### config.mk
export PLATFORM = sky130hd
export DESIGN_NAME = nios_ii_base_onchip_memory_arbiter
export DESIGN_NICKNAME = d
export VERILOG_FILES = /design/src/rtl/nios_ii_base_onchip_memory_arbiter.sv
export SDC_FILE = /design/constraint.sdc
export NUM_CORES = 1
export LEC_CHECK = 0
export CAP_MARGIN = 20
export CORE_AREA = 2 2 186 188
export DETAILED_ROUTE_END_ITERATION = 10
export DIE_AREA = 0 0 188 190
export PLACE_DENSITY_LB_ADDON = 0.3
export SLEW_MARGIN = 20
export SYNTH_ARGS = -nofsm -noshare
export SYNTH_HDL_FRONTEND = slang
export SYNTH_SLANG_ARGS = --single-unit
### constraint.sdc
create_clock -name clk -period 2.6 [get_ports clk]
set_input_delay 0.52 -clock clk [delete_from_list [all_inputs] [get_ports clk]]
set_output_delay 0.52 -clock clk [all_outputs]
set_load 0.03 [all_outputs]
### src/rtl/nios_ii_base_onchip_memory_arbiter.sv
// Two-master arbiter in front of a single-port 64-bit on-chip RAM with fixed read latency of 1.
// Out-of-range accesses are accepted but never reach the RAM; reads of them return zero.
module nios_ii_base_onchip_memory_arbiter #(
  parameter int unsigned NUMWORDS = 16000,
  parameter int unsigned ADDR_W   = 14
) (
  input  logic              clk,
  input  logic              reset_n,

  input  logic [ADDR_W-1:0] m0_address,
  input  logic [7:0]        m0_byteenable,
  input  logic              m0_read,
  input  logic              m0_write,
  input  logic [63:0]       m0_writedata,
  output logic              m0_waitrequest,
  output logic [63:0]       m0_readdata,
  output logic              m0_readdatavalid,

  input  logic [ADDR_W-1:0] m1_address,
  input  logic [7:0]        m1_byteenable,
  input  logic              m1_read,
  input  logic              m1_write,
  input  logic [63:0]       m1_writedata,
  output logic              m1_waitrequest,
  output logic [63:0]       m1_readdata,
  output logic              m1_readdatavalid,

  output logic [ADDR_W-1:0] mem_address,
  output logic [7:0]        mem_byteenable,
  output logic              mem_chipselect,
  output logic              mem_write,
  output logic [63:0]       mem_writedata,
  output logic              mem_clken,
  input  logic [63:0]       mem_readdata,

  input  logic              freeze,
  output logic [15:0]       oob_count
);

  logic              r_ready;
  logic              r_last_grant;
  logic              r_rv_valid;
  logic              r_rv_id;
  logic              r_rv_oob;
  logic [15:0]       r_oob_count;

  logic              w_req0;
  logic              w_req1;
  logic              w_en;
  logic              w_gnt0;
  logic              w_gnt1;
  logic              w_any;
  logic [ADDR_W-1:0] w_addr;
  logic [31:0]       w_addr_ext;
  logic              w_wr;
  logic              w_oob;
  logic              w_rv0;
  logic              w_rv1;

  assign w_req0 = m0_read | m0_write;
  assign w_req1 = m1_read | m1_write;

  // r_ready keeps the edge that releases reset from also granting a request.
  assign w_en   = r_ready & ~freeze;
  assign w_gnt0 = w_en & w_req0 & (~w_req1 | r_last_grant);
  assign w_gnt1 = w_en & w_req1 & (~w_req0 | ~r_last_grant);
  assign w_any  = w_gnt0 | w_gnt1;

  assign m0_waitrequest = w_req0 & ~w_gnt0;
  assign m1_waitrequest = w_req1 & ~w_gnt1;

  // With no grant the mux falls back to m0, which is what the RAM sees.
  assign w_addr     = w_gnt1 ? m1_address : m0_address;
  assign w_wr       = w_gnt1 ? m1_write   : m0_write;
  assign w_addr_ext = 32'(w_addr);
  assign w_oob      = w_any & (w_addr_ext >= NUMWORDS);

  assign mem_address    = w_addr;
  assign mem_byteenable = w_gnt1 ? m1_byteenable : m0_byteenable;
  assign mem_writedata  = w_gnt1 ? m1_writedata  : m0_writedata;
  assign mem_chipselect = w_any & ~w_oob;
  assign mem_write      = w_any & ~w_oob & w_wr;
  assign mem_clken      = 1'b1;

  always_ff @(posedge clk or negedge reset_n) begin
    if (!reset_n) begin
      r_ready      <= 1'b0;
      r_last_grant <= 1'b1;
      r_rv_valid   <= 1'b0;
      r_rv_id      <= 1'b0;
      r_rv_oob     <= 1'b0;
      r_oob_count  <= 16'd0;
    end else begin
      r_ready <= 1'b1;
      if (w_any) begin
        r_last_grant <= w_gnt1;
      end
      r_rv_valid <= w_any & ~w_wr;
      r_rv_id    <= w_gnt1;
      r_rv_oob   <= w_oob;
      if (w_oob && (r_oob_count != 16'hFFFF)) begin
        r_oob_count <= r_oob_count + 16'd1;
      end
    end
  end

  // Read return: the RAM q is valid now for the address presented at the last edge.
  assign w_rv0 = r_rv_valid & ~r_rv_id;
  assign w_rv1 = r_rv_valid &  r_rv_id;

  assign m0_readdatavalid = w_rv0;
  assign m1_readdatavalid = w_rv1;
  assign m0_readdata      = (w_rv0 && !r_rv_oob) ? mem_readdata : 64'h0;
  assign m1_readdata      = (w_rv1 && !r_rv_oob) ? mem_readdata : 64'h0;

  assign oob_count = r_oob_count;

endmodule

==> impl_metrics.json <==
{
  "cp.required_ns": 2.08,
  "met1_usage_pct": 13.16,
  "gp_congestion": 0.8039,
  "cts_made_buffers": 3,
  "grt_pass1_wl_um": 29460,
  "p_per_area_nw_per_um2": 237.2,
  "cts_buffer_depth": 2,
  "endpoint_kind": "primary output",
  "clock_latency_ns": 0.25,
  "post_drt_wl_per_cell_um": 16.76,
  "drtIter0Drc": 81,
  "layout_common_cells": "275 x clkdlybuf4s50_1, 130 x and2_1, 130 x buf_4, 86 x mux2_2, 28 x dlygate4sd2_1",
  "start_util_pct": 8.757,
  "cts.sinks": 21,
  "via_count": 4329,
  "num_antenna_cells": 0,
  "drv_slew": 0,
  "worstMarginPinSlew_ns": 0.6268,
  "finalNetCount": 1080,
  "layout_min_cycle_time_ns": 2.549,
  "gr-usage-all-layers_pct": 10.95,
  "relSlewSlack_pct": 58.21,
  "overflow": 0,
  "setup_viol": 0,
  "yosysWarnings": 0,
  "core_um2": 33950,
  "cts-root-buf": "clkbuf_16",
  "whs_ns": 0.4891,
  "fmax_mhz": 392.3,
  "critical_path_cell_count": 6,
  "path_buf_inv": 3,
  "portBuffers": 478,
  "num_io_pins": 480,
  "setup_tns_ns": 0,
  "drc_errors": 0,
  "ys_seq_area_share_pct": 17.72,
  "synthCells": 341,
  "cpLargestDelayFamily": "buffers and inverters",
  "drt_pass1_iterations": 4,
  "drt_wl_total_um": 21620,
  "grt_pass1_vias": 4399,
  "drv_cap": 0,
  "use_met3_pct": 4.298,
  "setup_ws_ns": 0.05076,
  "final_common_cell": "clkdlybuf4s50_1",
  "worstSetupPathType": "input pin to primary output",
  "worst_setup_path_start_kind": "input pin",
  "leakage_nw": 4.077,
  "pre_cts_ws_ns": -0.5525,
  "drive_gt1_share_pct": 33.65,
  "ant_nets": 0,
  "finClkSkew_ns": 0.004334,
  "busiest_layer": "met2",
  "dieArea_um2": 35720,
  "cts_tree": "done",
  "hold_class": "register to register",
  "met2_usage_pct": 19.24,
  "h-tree-depth": 1,
  "post_synth_num_cell_types": 34,
  "total_power_mw": 2.033,
  "path_max_fanout": 10,
  "holdBufCountCts": 0,
  "hold_depth": 1,
  "vias_per_cell": 3.356,
  "grt_setup_unrepaired": "true",
  "irDropWorstVdd_mv": 0.2622,
  "grt_max_degree": 65,
  "rows": 68,
  "syn_to_final_growth_pct": 188.3,
  "finalHoldViolations": 0,
  "dp_hpwl_um": 18590,
  "dieHeight_um": 190,
  "finalCritPeriodShare_pct": 98.05,
  "design_area_um2": 8569,
  "status": "finished, final reports clean",
  "cpPeakStageDelay_ns": 0.43,
  "reg2reg_depth": 6,
  "cp_cell_sequence": "buf_2, nor2_2, and3b_4, bufbuf_16, mux2_2, clkdlybuf4s15_2",
  "placed_area_um2": 8293,
  "antenna_found_initial": 0,
  "syn-mean-instance-area_um2": 8.718,
  "yosys_register_bits": 21,
  "nFillCells": 3660,
  "clk_pin_slew_ns": 0.06,
  "synth_area_um2": 2973,
  "cp_slowest_cell": "and3b_4",
  "fp.dieW_um": 188,
  "worstPathArrival_ns": 2.03
}
[cell families after synthesis]
logic type	after synthesis	share of synthesized area [%]
flip-flops	21	17.72
other	1	0.1261
buffers and inverters	26	4.209
AO/OA/AOI/OAI	8	1.852
XOR/XNOR	15	4.419
multiplexers	89	34.05
adder cells (fa/ha/maj)	1	0.4208
AND/OR/NAND/NOR	180	37.21
[report_power, final]
part / total (mW) / switching, mW / internal, mW
clock: 0.329 / 0.120 / 0.209
combinational: 1.35 / 0.622 / 0.730
sequential: 0.353 / 0.0131 / 0.339
total: 2.03 / 0.755 / 1.28
[synthesized netlist by cell type]
cell type    n  area [µm²]
nor2b_1      2       12.51
o41ai_1      1       8.760
a21o_1       1       7.510
ha_1         1       12.51
clkbuf_1    13       48.80
buf_4        2       15.01
a21boi_0     1       7.510
nor3b_1      2       15.01
nand4_1      7       43.79
nor2b_2      1       8.760
and3_1       2       12.51
dfrtp_1     20       500.5
or2_2        1       6.260
nor4_4       1       21.27
and3b_1      2       17.52
nand2_1      5       18.77
o21ai_0      3       15.01
nor3_1       6       30.03
nand3_1      4       20.02
buf_2       10       50.05
mux2_1       1       11.26
o21a_1       1       7.510
and2_1     131       819.5
conb_1       1       3.750
mux2i_1      1       10.01
nor4_1       4       25.02
mux2i_4      1       22.52
nor4b_1      2       17.52
xor2_1      15       131.4
dfstp_2      1       26.28
o21ai_2      1       8.760
buf_6        1       11.26
nor2_1      10       37.54
mux2_2      86       968.4
[per-stage QoR]
stage	instances	util, %
floorplan	342	-
global placement	1278	24.43
detailed placement	1278	24.43
CTS	1290	25.07
global route	1290	25.24
finish	1290	25.24
[final cells by class]
type | instances | area (µm²) | area share (%)
multi-input cells | 295 | 2356 | 27.49
clock buffers | 4 | 78.83 | 0.9198
flip-flops and latches | 21 | 526.8 | 6.147
repair buffers | 515 | 5039 | 58.80
well taps | 455 | 569.3 | 6.643
[metal layers]
layer	share of wire, %	wire [µm]
met5	0	0
met2	50	10740
met1	40	8589
met4	0.33	71
met3	10	2222
[final timing paths]
kind	startpoint	end	slack [ns]
max	m1_write	mem_address[1]	0.05
min	oob_count[13]	oob_count[13]	0.49
max reg2reg	oob_count[0]	oob_count[1]	0.36
min reg2reg	oob_count[13]	oob_count[13]	0.49
max in group asynchronous	reset_n	r_last_grant	1.70
min in group asynchronous	reset_n	oob_count[0]	0.61
[timing repair]
item	4_1_cts	5_1_grt
endpoints found under the setup margin	97	65
setup buffers	5	0
gates cloned	3	0
gates resized for setup	144	32
pin swaps	3	3
[flip-flops by register name, indices dropped and copies added (netlist names)]
register,cells
r_last_grant,1
r_rv_id,1
oob_count,16
r_ready,1
r_rv_valid,1
r_rv_oob,1
No activity file was read; power rests on OpenSTA's default activity.
